<file path="src/rtl/audio_mac_arbiter.sv">
// Round-robin arbiter sharing one signed multiplier between NREQ audio requesters.
// Three-stage multiply / round / saturate pipeline, results tagged with requester id.
module audio_mac_arbiter #(
   parameter int NREQ  = 4,
   parameter int DW    = 16,
   parameter int CW    = 16,
   parameter int SHIFT = 14
) (
   input  logic                 clk,
   input  logic                 reset,
   input  logic                 hold,
   input  logic [NREQ-1:0]      req,
   input  logic [NREQ*DW-1:0]   a,
   input  logic [NREQ*CW-1:0]   b,
   output logic [NREQ-1:0]      gnt,
   output logic                 res_valid,
   output logic [2:0]           res_id,
   output logic [DW-1:0]        res_data
);

   localparam int PW = (NREQ > 1) ? $clog2(NREQ) : 1;
   localparam int MW = DW + CW;
   localparam int SW = MW + 1;

   localparam logic signed [SW-1:0] HALF    = SW'(1) << (SHIFT - 1);
   localparam logic signed [SW-1:0] SAT_MAX = {{(SW-DW+1){1'b0}}, {(DW-1){1'b1}}};
   localparam logic signed [SW-1:0] SAT_MIN = {{(SW-DW+1){1'b1}}, {(DW-1){1'b0}}};

   // Handshake: a transfer happens in any cycle where req[i] & gnt[i]; operands and
   // index are captured on that clock edge, and the requester keeps req and operands
   // stable until it sees its grant. There is no back-pressure on the result side.

   logic [PW-1:0]          ptr;
   logic [2:0]             gnt_id;
   logic signed [DW-1:0]   sel_a;
   logic signed [CW-1:0]   sel_b;
   logic                   found;

   logic                   s1_valid;
   logic signed [DW-1:0]   s1_a;
   logic signed [CW-1:0]   s1_b;
   logic [2:0]             s1_id;
   logic                   s2_valid;
   logic signed [MW-1:0]   s2_p;
   logic [2:0]             s2_id;

   logic signed [SW-1:0]   rnd_sum;
   logic signed [SW-1:0]   rnd_shr;
   logic [DW-1:0]          sat_data;

   // Priority search: scan offsets from ptr upward, first asserted request wins.
   always_comb begin
      gnt    = '0;
      gnt_id = '0;
      sel_a  = '0;
      sel_b  = '0;
      found  = 1'b0;
      if (!reset && !hold) begin
         for (int k = 0; k < NREQ; k++) begin
            for (int i = 0; i < NREQ; i++) begin
               if (!found && req[i] && (((int'(ptr) + k) % NREQ) == i)) begin
                  found  = 1'b1;
                  gnt[i] = 1'b1;
                  gnt_id = 3'(i);
                  sel_a  = a[i*DW +: DW];
                  sel_b  = b[i*CW +: CW];
               end
            end
         end
      end
   end

   // Round half toward +inf, then clamp to the signed sample range.
   always_comb begin
      rnd_sum = {s2_p[MW-1], s2_p} + HALF;
      rnd_shr = rnd_sum >>> SHIFT;
      if (rnd_shr > SAT_MAX)
         sat_data = {1'b0, {(DW-1){1'b1}}};
      else if (rnd_shr < SAT_MIN)
         sat_data = {1'b1, {(DW-1){1'b0}}};
      else
         sat_data = rnd_shr[DW-1:0];
   end

   always_ff @(posedge clk) begin
      if (reset) begin
         ptr       <= '0;
         s1_valid  <= 1'b0;
         s2_valid  <= 1'b0;
         res_valid <= 1'b0;
         res_id    <= '0;
         res_data  <= '0;
      end else begin
         if (found)
            ptr <= PW'((int'(gnt_id) + 1) % NREQ);
         s1_valid  <= found;
         s2_valid  <= s1_valid;
         res_valid <= s2_valid;
         if (s2_valid) begin
            res_id   <= s2_id;
            res_data <= sat_data;
         end
      end
   end

   // Datapath registers carry no reset; the valid bits alone qualify them.
   always_ff @(posedge clk) begin
      if (found) begin
         s1_a  <= sel_a;
         s1_b  <= sel_b;
         s1_id <= gnt_id;
      end
      s2_p  <= s1_a * s1_b;
      s2_id <= s1_id;
   end

endmodule

</file>
<file path="config.mk">
export PLATFORM = sky130hd
export DESIGN_NAME = audio_mac_arbiter
export DESIGN_NICKNAME = d
export VERILOG_FILES = /design/src/rtl/audio_mac_arbiter.sv
export SDC_FILE = /design/constraint.sdc
export NUM_CORES = 1
export LEC_CHECK = 0
export CAP_MARGIN = 20
export CORE_ASPECT_RATIO = 0.5
export CORE_MARGIN = 10
export CORE_UTILIZATION = 55
export CTS_BUF_LIST = sky130_fd_sc_hd__clkbuf_16
export DETAILED_ROUTE_END_ITERATION = 8
export GPL_ROUTABILITY_DRIVEN = 1
export PLACE_DENSITY = 0.78
export SLEW_MARGIN = 20
export SYNTH_ARGS = -nofsm -noshare
export SYNTH_HDL_FRONTEND = slang
export SYNTH_SLANG_ARGS = --single-unit
</file>
<file path="constraint.sdc">
create_clock -name clk -period 7.5 [get_ports clk]
set_input_delay 1.5 -clock clk [delete_from_list [all_inputs] [get_ports clk]]
set_output_delay 1.5 -clock clk [all_outputs]
set_load 0.02 [all_outputs]
</file>
==> impl_metrics.csv, run 1 <==
group,metric,value,unit
status,status,"completed",
setup_path,critPathRequiredTime,7.73,ns
worst_hold_path,hold_class,"reg2reg",
flow_run,drv_cap,0,
floorplanning,die_w,250.4,µm
pwr,seqPwrFrac,12.5,%
detailed_routing,wl_per_cell,19.51,µm
global_route,grt_overflow,0,
synthesis,yosysWarnings,0,
pwr,swShare,48.09,%
clocking,cts_setup_buffers,0,
cells_and_area,drive_gt1_share,4.711,%
cells_and_area,area_growth,14.35,%
timing,report.final.setup_viol,0,
setup_path,startpoint,"s1_b[7]",
worst_hold_path,hold_start,"s1_id[1]",
setup_path,start_kind,"flop",
cells_and_area,fin_nets,2169,
setup_path,cp.arrival,6.64,ns
detailed_routing,drcViolationCount,0,
global_route,antenna_found_initial,1,
global_route,grt_max_degree,38,
synthesis,synthTopCellsByArea,"fa_1 36%, inv_1 7.7%, edfxtp_1 7.0%",
timing,period_share,85.39,%
setup_path,cp-end-kind,"flop",
clocking,post_cts_resized,0,
floorplanning,fp.dieH,135.2,µm
setup_path,regToRegStartpoint,"s1_b[7]",
synthesis,ys_ff_latch,78,
clocking,cts_buffers,9,
pwr,p_leak,7.239,nW
cells_and_area,fin_util,63.54,%
timing,worst_pin_slew,1.051,ns
synthesis,synth_top_area_cell,"fa_1",
setup_path,path_class,"reg2reg",
timing,skew,0.007919,ns
setup_path,path_max_fanout,16,
detailed_routing,vias,11930,
timing,rsz0062_at_grt,"false",
pwr,ir_drop,0.2911,mV
pwr,switchingPower,2.675,mW
clocking,clk_pin_slew,0.05,ns
detailed_routing,dr.pass1.iters,9,
synthesis,yosysSeqAreaShare,13.03,%
detailed_routing,ant_nets,0,
global_route,grt_pass1_wl,64800,µm
global_route,grt_pass1_vias,12101,
synthesis,synth_ff_type,"dfxtp_1",
pwr,power.density,333.1,mW/mm²
synthesis,synth_cell_types,78,
synthesis,async_flop_share,0,%
pwr,clkPwrFrac,8.7,%
detailed_routing,viasPerCell,5.820,
timing,fmax,156.1,MHz
timing,slew_headroom,29.68,%
timing,fin_crit,6.405,ns
placement,place_hpwl,32050,µm
clocking,hold_buffers,0,
cells_and_area,n_antenna_cell,0,
floorplanning,pin_count,159,
floorplanning,die-area,0.03386,mm²
pwr,intPower,2.887,mW
placement,io_buffers,157,
clocking,insertion_delay,0.36,ns
synthesis,synth_area,0.01460,mm²
clocking,cts_tree,"done",
global_route,grt_usage,23.59,%
floorplanning,start_util,55.57,%
timing,final_max_slew_viol_count,0,
clocking,root_buffer,"clkbuf_16",
floorplanning,core_area,0.02628,mm²
placement,finalWeightedCongestion,0.9515,
synthesis,syn_inst,1596,
pwr,combPwrFrac,78.8,%
timing,whs,0.4419,ns
detailed_routing,dr.first_iter.drc_count,1289,
synthesis,synth_edf_count,34,
clocking,cts.sink_count,78,
synthesis,synth_top_area_share,35.79,%
timing,hold_viol_final,0,
synthesis,synth.avg_cell_area,9.148,µm²
timing,finalSetupTns,0,ns
clocking,clock_path_buffers,2,
synthesis,synth_nets,2072,
clocking,htree_levels,3,
detailed_routing,wl,39990,µm
floorplanning,rows,42,
worst paths after layout:
kind,endpoint,slack (ns),depth (start not counted)
worst max-delay path,s2_p[31],1.10,20
worst min-delay path,s2_id[1],0.44,0
worst max register to register,s2_p[31],1.10,20
worst min register to register,s2_id[1],0.44,0
layout make-up:
cell class / count / area (µm²)
Multi-Input combinational cell: 1137 / 11220
Fill cell: 2167 / 9580
Sequential cell: 78 / 1902
Timing Repair Buffer: 169 / 1682
Inverter: 298 / 1119
Tap cell: 352 / 440.4
Clock buffer: 10 / 250.2
Clock inverter: 6 / 82.58
critical path, cell delays in order, from the launching register on:
cell and delay (ns):
edfxtp_1 0.81, nand2_1 0.17, fa_1 0.57, inv_1 0.05, fa_1 0.50, inv_1 0.05
fa_1 0.53, inv_1 0.05, fa_1 0.47, inv_1 0.05, fa_1 0.48, inv_1 0.05
fa_1 0.43, ha_1 0.35, and4_1 0.23, o21a_4 0.13, a221oi_2 0.40, o211ai_2 0.23
a2111oi_4 0.43, a21o_1 0.22, a211oi_2 0.08
synthesized netlist by cell type (28+ instances only):
library cell,number
xnor2_1,28
nor2_1,57
edfxtp_1,34
nand2_1,208
and2_1,101
fa_1,261
inv_1,298
ha_1,80
a21oi_1,52
clkbuf_1,58
a221oi_1,31
dfxtp_1,44
through the flow:
step           power, mW  setup slack (ns)  area [µm²]  std cells
6_report           5.562             1.095       16690       2050
3_5_place_dp       5.073             1.119       16330       2033
5_1_grt            6.268            0.7612       16690       2050
3_3_place_gp       4.970             1.232       16330       2033
2_1_floorplan      4.154             1.616       14600       1596
4_1_cts            5.586             1.117       16660       2049
flip-flops by register name, summed over array words and instances, names as in the netlist:
name / cells
s1_id: 2
s1_b: 16
res_data: 16
res_id: 2
s1_valid: 1
s2_id: 2
ptr: 2
s2_p: 19
res_valid: 1
s1_a: 16
s2_valid: 1
per-layer routing:
layer,vias up,global-route usage [%],wire length (µm)
met3,62,9.549,5193
met1,5777,32.10,17420
met2,677,34.30,16570
li1,5410,-,-
met4,4,5.724,740
met5,-,1.140,65
placed cells by master, fill, tap and decap left out, types with 10 or more instances in the layout:
| cell | synthesis | routed |
|---|---|---|
| a211oi_1 | 23 | 23 |
| a211oi_2 | 11 | 11 |
| a21o_1 | 16 | 16 |
| a21oi_1 | 52 | 51 |
| a221o_1 | 15 | 15 |
| a221oi_1 | 31 | 31 |
| a221oi_2 | 10 | 10 |
| a222oi_1 | 17 | 17 |
| a22o_1 | 13 | 13 |
| and2_1 | 101 | 101 |
| and3_1 | 10 | 10 |
| buf_4 | 2 | 11 |
| clkbuf_16 | 0 | 10 |
| clkdlybuf4s50_1 | 0 | 157 |
| dfxtp_1 | 44 | 44 |
| edfxtp_1 | 34 | 34 |
| fa_1 | 261 | 261 |
| ha_1 | 80 | 80 |
| inv_1 | 298 | 298 |
| nand2_1 | 208 | 208 |
| nand2b_1 | 15 | 15 |
| nand3_1 | 19 | 18 |
| nand4_1 | 10 | 10 |
| nor2_1 | 57 | 57 |
| o21ai_0 | 22 | 22 |
| o221ai_1 | 12 | 12 |
| o22ai_1 | 17 | 17 |
| xnor2_1 | 28 | 28 |
power by group through the flow:
stage	logic, mW	registers (mW)	clock network (mW)
CTS	4.40	0.693	0.492
global route	5.05	0.708	0.507
detailed placement	4.37	0.700	0
global placement	4.27	0.697	0
finish	4.38	0.695	0.482
floorplan	3.49	0.659	0
cell families (layout without fill, tap and decap cells):
logic type	after synthesis	count (layout)	synth area share [%]
other cells	1	1	0.02568
mux	3	3	0.2057
simple gates	470	470	15.87
buf+inv	381	483	10.28
fa+ha+maj	341	341	42.64
flops	78	78	13.03
xor+xnor	37	37	2.220
compound gates	285	285	15.73
(Power assumes the default switching activity.)
==> inputs of run 2 (changes only) <==
--- a/config.mk
+++ b/config.mk
@@ -13,6 +13,7 @@
 export DETAILED_ROUTE_END_ITERATION = 8
 export GPL_ROUTABILITY_DRIVEN = 1
 export PLACE_DENSITY = 0.78
+export SKIP_CTS_REPAIR_TIMING = 1
 export SLEW_MARGIN = 20
 export SYNTH_ARGS = -nofsm -noshare
 export SYNTH_HDL_FRONTEND = slang
==> results of run 2 <==
Final layout, timing and power as in run 1 (identical DEF).
